--- src/rtl/mips_mem_pkg.sv ---
// rtl/mips_mem_pkg.sv - shared size codes, LSU state enum and alignment mask
package mips_mem_pkg;

  localparam logic [1:0]  SZ_BYTE = 2'b00;
  localparam logic [1:0]  SZ_HALF = 2'b01;
  localparam logic [1:0]  SZ_WORD = 2'b10;
  localparam logic [1:0]  SZ_RSVD = 2'b11;

  localparam logic [31:0] WORD_ALIGN_MASK = 32'hFFFF_FFFC;

  typedef enum logic {
    IDLE     = 1'b0,
    MERGE_WR = 1'b1
  } lsu_state_t;

endpackage

--- src/rtl/lsu_mem_port_if.sv ---
// rtl/lsu_mem_port_if.sv - word-wide bus between the load/store unit and data Memory
interface lsu_mem_port_if #(
  parameter int AW = 32,
  parameter int DW = 32
);
  logic          MemRead;
  logic          MemWrite;
  logic [AW-1:0] Addr;
  logic [DW-1:0] Wd;
  logic [DW-1:0] Rd;

  modport master (output MemRead, output MemWrite, output Addr, output Wd, input Rd);
  modport slave  (input MemRead, input MemWrite, input Addr, input Wd, output Rd);
endinterface

--- src/rtl/lsu_lane_align.sv ---
// rtl/lsu_lane_align.sv - little-endian lane extract/extend for loads and lane merge for stores
module lsu_lane_align
  import mips_mem_pkg::*;
(
  input  logic [1:0]  size_i,
  input  logic        unsigned_i,
  input  logic [1:0]  offset_i,
  input  logic [31:0] rd_i,
  input  logic [31:0] wdata_i,
  output logic [31:0] load_o,
  output logic [31:0] merge_o
);

  logic [7:0]  lane_b;
  logic [15:0] lane_h;

  // Select the addressed lane and extend it for the load result
  always_comb begin
    case (offset_i)
      2'd0:    lane_b = rd_i[7:0];
      2'd1:    lane_b = rd_i[15:8];
      2'd2:    lane_b = rd_i[23:16];
      default: lane_b = rd_i[31:24];
    endcase
    lane_h = offset_i[1] ? rd_i[31:16] : rd_i[15:0];
    case (size_i)
      SZ_BYTE: load_o = unsigned_i ? {24'h0, lane_b} : {{24{lane_b[7]}}, lane_b};
      SZ_HALF: load_o = unsigned_i ? {16'h0, lane_h} : {{16{lane_h[15]}}, lane_h};
      default: load_o = rd_i;
    endcase
  end

  // Overlay the low byte/half of the store data onto the word just read
  always_comb begin
    merge_o = rd_i;
    if (size_i == SZ_BYTE) begin
      case (offset_i)
        2'd0:    merge_o[7:0]   = wdata_i[7:0];
        2'd1:    merge_o[15:8]  = wdata_i[7:0];
        2'd2:    merge_o[23:16] = wdata_i[7:0];
        default: merge_o[31:24] = wdata_i[7:0];
      endcase
    end else if (size_i == SZ_HALF) begin
      if (offset_i[1]) merge_o[31:16] = wdata_i[15:0];
      else             merge_o[15:0]  = wdata_i[15:0];
    end
  end

endmodule

--- src/rtl/lsu_mem_port.sv ---
// rtl/lsu_mem_port.sv - MEM-stage load/store unit with read-modify-write for sub-word stores
module lsu_mem_port
  import mips_mem_pkg::*;
#(
  parameter int AW = 32,
  parameter int DW = 32
) (
  input  logic          Clk,
  input  logic          Rst_n,
  input  logic          Req_Valid,
  input  logic          Req_Read,
  input  logic          Req_Write,
  input  logic [1:0]    Req_Size,
  input  logic          Req_Unsigned,
  input  logic [AW-1:0] Req_Addr,
  input  logic [DW-1:0] Req_Wdata,
  output logic          Stall,
  output logic [DW-1:0] Load_Data,
  output logic          Load_Valid,
  output logic          Mem_Err,
  output logic [AW-1:0] Err_Addr,
  lsu_mem_port_if.master mem
);

  lsu_state_t    state_q, state_d;
  logic [DW-1:0] merge_q, merge_d;
  logic [AW-1:0] addr_q, addr_d;
  logic [AW-1:0] err_addr_q, err_addr_d;

  logic [AW-1:0] word_addr;
  logic          req_err;
  logic [DW-1:0] lane_load, lane_merge;

  logic          rd_c, wr_c, stall_c, ldv_c, err_c;
  logic [AW-1:0] addr_c;
  logic [DW-1:0] wd_c, ld_c;

  lsu_lane_align u_align (
    .size_i     (Req_Size),
    .unsigned_i (Req_Unsigned),
    .offset_i   (Req_Addr[1:0]),
    .rd_i       (mem.Rd),
    .wdata_i    (Req_Wdata),
    .load_o     (lane_load),
    .merge_o    (lane_merge)
  );

  // Classify the request: misaligned, reserved size, or both read and write
  always_comb begin
    word_addr = Req_Addr & WORD_ALIGN_MASK[AW-1:0];
    req_err   = Req_Valid &&
                ((Req_Size == SZ_RSVD) ||
                 ((Req_Size == SZ_HALF) && Req_Addr[0]) ||
                 ((Req_Size == SZ_WORD) && (Req_Addr[1:0] != 2'b00)) ||
                 (Req_Read && Req_Write));
  end

  // Next-state and strobe decode; sub-word stores read first, then write the merged word
  always_comb begin
    state_d    = state_q;
    merge_d    = merge_q;
    addr_d     = addr_q;
    err_addr_d = err_addr_q;
    rd_c       = 1'b0;
    wr_c       = 1'b0;
    stall_c    = 1'b0;
    ldv_c      = 1'b0;
    err_c      = 1'b0;
    addr_c     = word_addr;
    wd_c       = '0;
    ld_c       = '0;
    case (state_q)
      IDLE: begin
        if (req_err) begin
          err_c      = 1'b1;
          err_addr_d = Req_Addr;
        end else if (Req_Valid && Req_Read) begin
          rd_c  = 1'b1;
          ldv_c = 1'b1;
          ld_c  = lane_load;
        end else if (Req_Valid && Req_Write) begin
          if (Req_Size == SZ_WORD) begin
            wr_c = 1'b1;
            wd_c = Req_Wdata;
          end else begin
            rd_c    = 1'b1;
            stall_c = 1'b1;
            merge_d = lane_merge;
            addr_d  = word_addr;
            state_d = MERGE_WR;
          end
        end
      end
      default: begin
        wr_c    = 1'b1;
        wd_c    = merge_q;
        addr_c  = addr_q;
        state_d = IDLE;
      end
    endcase
  end

  // Outputs are forced low while reset is held, whatever the request inputs do
  always_comb begin
    mem.MemRead  = Rst_n & rd_c;
    mem.MemWrite = Rst_n & wr_c;
    mem.Addr     = Rst_n ? addr_c : '0;
    mem.Wd       = Rst_n ? wd_c : '0;
    Stall        = Rst_n & stall_c;
    Load_Valid   = Rst_n & ldv_c;
    Load_Data    = Rst_n ? ld_c : '0;
    Mem_Err      = Rst_n & err_c;
    Err_Addr     = err_addr_q;
  end

  // State, merge word, held word address and error address registers
  always_ff @(posedge Clk or negedge Rst_n) begin
    if (!Rst_n) begin
      state_q    <= IDLE;
      merge_q    <= '0;
      addr_q     <= '0;
      err_addr_q <= '0;
    end else begin
      state_q    <= state_d;
      merge_q    <= merge_d;
      addr_q     <= addr_d;
      err_addr_q <= err_addr_d;
    end
  end

endmodule

--- src/flat_wrapper.sv ---
// flat-port wrapper written by rule: the top's interface ports become plain ports
module lsu_mem_port_flat import mips_mem_pkg::*;
#(
  parameter int AW = 32,
  parameter int DW = 32
)
  (Clk, Rst_n, Req_Valid, Req_Read, Req_Write, Req_Size, Req_Unsigned, Req_Addr, Req_Wdata, Stall, Load_Data, Load_Valid, Mem_Err, Err_Addr, mem_MemRead, mem_MemWrite, mem_Addr, mem_Wd, mem_Rd);
  lsu_mem_port_if #(.AW(AW), .DW(DW)) mem_i ();
  input  logic Clk;
  input  logic Rst_n;
  input  logic Req_Valid;
  input  logic Req_Read;
  input  logic Req_Write;
  input  logic [1:0] Req_Size;
  input  logic Req_Unsigned;
  input  logic [AW-1:0] Req_Addr;
  input  logic [DW-1:0] Req_Wdata;
  output logic Stall;
  output logic [DW-1:0] Load_Data;
  output logic Load_Valid;
  output logic Mem_Err;
  output logic [AW-1:0] Err_Addr;
  output wire logic [$bits(mem_i.MemRead)-1:0] mem_MemRead;
  output wire logic [$bits(mem_i.MemWrite)-1:0] mem_MemWrite;
  output wire logic [$bits(mem_i.Addr)-1:0] mem_Addr;
  output wire logic [$bits(mem_i.Wd)-1:0] mem_Wd;
  input wire logic [$bits(mem_i.Rd)-1:0] mem_Rd;
  assign mem_MemRead = mem_i.MemRead;
  assign mem_MemWrite = mem_i.MemWrite;
  assign mem_Addr = mem_i.Addr;
  assign mem_Wd = mem_i.Wd;
  assign mem_i.Rd = mem_Rd;
  lsu_mem_port #(.AW(AW), .DW(DW)) u_core (.Clk(Clk), .Rst_n(Rst_n), .Req_Valid(Req_Valid), .Req_Read(Req_Read), .Req_Write(Req_Write), .Req_Size(Req_Size), .Req_Unsigned(Req_Unsigned), .Req_Addr(Req_Addr), .Req_Wdata(Req_Wdata), .Stall(Stall), .Load_Data(Load_Data), .Load_Valid(Load_Valid), .Mem_Err(Mem_Err), .Err_Addr(Err_Addr), .mem(mem_i));
endmodule
--- config.mk ---
export PLATFORM = sky130hd
export DESIGN_NAME = lsu_mem_port_flat
export DESIGN_NICKNAME = d
export VERILOG_FILES = /design/src/rtl/mips_mem_pkg.sv /design/src/rtl/lsu_mem_port_if.sv /design/src/rtl/lsu_lane_align.sv /design/src/rtl/lsu_mem_port.sv /design/src/flat_wrapper.sv
export SDC_FILE = /design/constraint.sdc
export NUM_CORES = 1
export LEC_CHECK = 0
export CAP_MARGIN = 20
export CORE_UTILIZATION = 41
export CTS_BUF_LIST = sky130_fd_sc_hd__clkbuf_8
export DETAILED_ROUTE_END_ITERATION = 12
export PLACE_DENSITY = 0.79
export SYNTH_ARGS = -nofsm -noshare
export SYNTH_HDL_FRONTEND = slang
export SYNTH_SLANG_ARGS = --single-unit
--- constraint.sdc ---
create_clock -name Clk -period 1.9 [get_ports Clk]
set_clock_uncertainty 0.2 [all_clocks]
set_input_delay 0.38 -clock Clk [delete_from_list [all_inputs] [get_ports Clk]]
set_output_delay 0.38 -clock Clk [all_outputs]
set_load 0.02 [all_outputs]
==> results.cfg <==
[run_status]
status = complete, but fails checks
violations = setup timing

[timing]
hold_violations = 0
fmax_mhz = 396
period_minus_slack_ns = 2.53
whs_ns = 0.117
worstMarginPinSlew_ns = 0.873
slew_headroom_pct = 41.6
setup_viol = 187
post-route-period-util_pct = 133
drv_slew = 0
rsz0062_at_grt = yes
timing.final.ws_setup_ns = -0.628

[die]
die-height_um = 123
die_w_um = 123
rows = 43
core_area_um2 = 14100
start_util_pct = 42.6
dieArea_um2 = 15100
io_pins = 237

[final_layout]
fillers = 895
drive_gt1_share_pct = 41.9
multi_input_area_um2 = 3970
mostFrequentLayoutCells = buf_4, nand2_1, dfrtp_1
design_area_um2 = 11300
area.growth.synth_to_final_pct = 88.8
final_common_cell = buf_4
fin_cells = 1252
seqCellArea_um2 = 2380
nNetsFinal = 1170

[power]
p_leak_nw = 5.24
clockPowerShare_pct = 23.4
switching_share_pct = 34.7
p_sw_mw = 2.20
internal_power_mw = 4.14
pwr-share-seq_pct = 42.5
p_per_area_nw_per_um2 = 560
ir_drop_v = 0.000718
comb_power_share_pct = 34.1
power_mw = 6.34

[placed_design]
placed_area_um2 = 9710
dp_cells = 1158
place_congestion = 0.935
place_ws_ns = -1.62
portBuffers = 234
hpwl_um = 16000

[clocking]
htreeDepth = 3
cts-root-buf = clkbuf_8
numCtsBuffers = 9
clkSlewWorstSetupHoldPaths_ns = 0.11
clock_path_buffers = 2
cts_tree = built
cts_sinks = 95
clk_latency_ns = 0.40

[drt]
via_per_inst = 5.68
vias = 7115
drtPass1Iterations = 5
drt_iter0_drc = 763
wl_per_cell_um = 21.1
drc_errors = 0
drt-total-wl_um = 26400
drt.antenna.violating_nets = 0

[setup_path]
crit_path_start_kind = input pin
required_ns = 1.32
critPathKind = input pin to primary output
path_delay_family = buffers and inverters
reg2reg_depth = 9
path_cells = buf_8 > buf_6 > nor3_4 > nor2_4 > nor4b_4 > buf_6 > buf_12 > buf_16 > buf_8 > a22o_1 > buf_6
path_depth = 11
cp.buffers_inverters = 7
crit_top_cell = buf_6
crit_path_end_kind = primary output
critical_path_arrival_ns = 1.95
critical_path.max_stage_delay_ns = 0.28
cp_slowest_cell = nor4b_4
cp_max_fo = 4

[grt]
grt.total_usage_pct = 31.6
antenna_found_initial = 1
grt_overflow_total = 0
grt_pass1_vias = 6795
grt_pass1_wl_um = 35900
grt_max_degree = 65

[synth]
synth_cell_types = 47
async_reset_ff_share_pct = 100
ys_ff_latch = 95
synth_top_area_share_pct = 39.6
avgSynthCellArea_um2 = 8.90
yosysWarnings = 0
synthFlopType = dfrtp_1
synthCells = 674
synth_edf_count = 0
yosys.area.top_type = dfrtp_1
yosysSeqAreaShare_pct = 39.6
synth.area.top_cells = dfrtp_1, nand2_1, mux2i_1
synth_area_um2 = 6000

[job]
max-cap-violations = 0

[hold_path]
min_path_type = input pin to asynchronous set/reset pin
## worst register-to-register path: stages (launching register included)
cell     delay (ns)
dfrtp_2        0.52
nor2b_4        0.19
buf_6          0.11
buf_6          0.08
buf_6          0.10
nand3_4        0.09
buf_6          0.13
buf_12         0.15
buf_16         0.14
o21ai_0        0.23
## sequential cells by signal, summed over array words and instances (netlist names)
signal and flops:
u_core.addr_q 30, u_core.Err_Addr 32, u_core.state_q 1, u_core.merge_q 32
## routing by layer
layer  vias to the layer above  track usage [%]  share of wire, %
met1                      3405             37.7                37
li1                       3149                -                 -
met3                       111             9.18                11
met2                       450             52.7                47
met5                         -                0                 0
met4                         0             14.5               5.1
## timing repair
| item | in CTS | in global routing |
|---|---|---|
| cloned | 7 | 14 |
| pin swaps | 18 | 9 |
| endpoints found under the hold margin | 76 | 0 |
| setup buffers | 24 | 27 |
| gates resized for setup | 574 | 139 |
| setup endpoints to repair | 226 | 140 |
| hold buffers | 12 | 0 |
## synthesized netlist by cell type (2+ instances only)
cell       number
a211o_1         7
a21o_1          7
a21oi_1        45
a21oi_2        11
a22o_1         39
a22oi_1         7
a31oi_1         8
a31oi_2         2
and2_1          3
buf_2          20
buf_4           9
buf_6           5
clkbuf_1       26
dfrtp_1        95
inv_1           4
mux2_1          2
mux2_2         30
mux2i_1        48
nand2_1       159
nand2_2         2
nand2b_1       16
nand3_1        16
nor2_1         14
nor2b_1        35
nor3_1          2
o2111ai_1       2
o211ai_1        7
o21a_1          2
o21ai_0        26
o21ai_2         2
o22a_1          7
## final cells by class
| class | count | area share, % |
|---|---|---|
| clock buffer | 9 | 1.09 |
| inverter | 5 | 0.276 |
| timing repair buffer | 440 | 39.8 |
| tap | 180 | 1.99 |
| sequential | 95 | 21.0 |
| antenna | 1 | 0.0221 |
| multi-input combinational | 515 | 35.1 |
| clock inverter | 7 | 0.806 |
## worst paths after layout
check | slack (ns) | start | endpoint
worst max-delay path | -0.63 | Req_Addr[1] | mem_Wd[0]
worst min-delay path | 0.12 | Rst_n | u_core.addr_q[13]$_DFFE_PN0P_
worst max register to register | -0.17 | u_core.state_q$_DFF_PN0_ | u_core.merge_q[7]$_DFFE_PN0P_
worst min register to register | 0.28 | u_core.addr_q[22]$_DFFE_PN0P_ | u_core.addr_q[22]$_DFFE_PN0P_
max in group asynchronous | 0.32 | Rst_n | u_core.state_q$_DFF_PN0_
min in group Clk | 0.24 | Req_Addr[1] | u_core.Err_Addr[1]$_DFFE_PN0P_
## stage by stage
step                utilization, %  TNS, ns
floorplan                        -   -10.90
global placement              68.9  -159.03
detailed placement            68.9  -162.51
CTS                           74.9   -50.16
global route                  80.4   -61.61
finish                        80.4   -56.58
## power groups by stage
stage	registers, mW	clock network (mW)	logic, mW
after floorplan	2.80	0	0.848
after global placement	2.71	0	1.97
after detailed placement	2.72	0	2.01
after CTS	2.68	1.49	2.00
after global routing	2.74	1.56	2.31
final	2.69	1.49	2.16
## cell families after synthesis
family,after synthesis,share of synthesized area [%]
buf+inv,65,5.67
flops,95,39.6
mux,80,14.0
other cells,1,0.0625
compound gates,176,20.6
simple gates,257,20.0
Power figures use the tool's default switching activity.
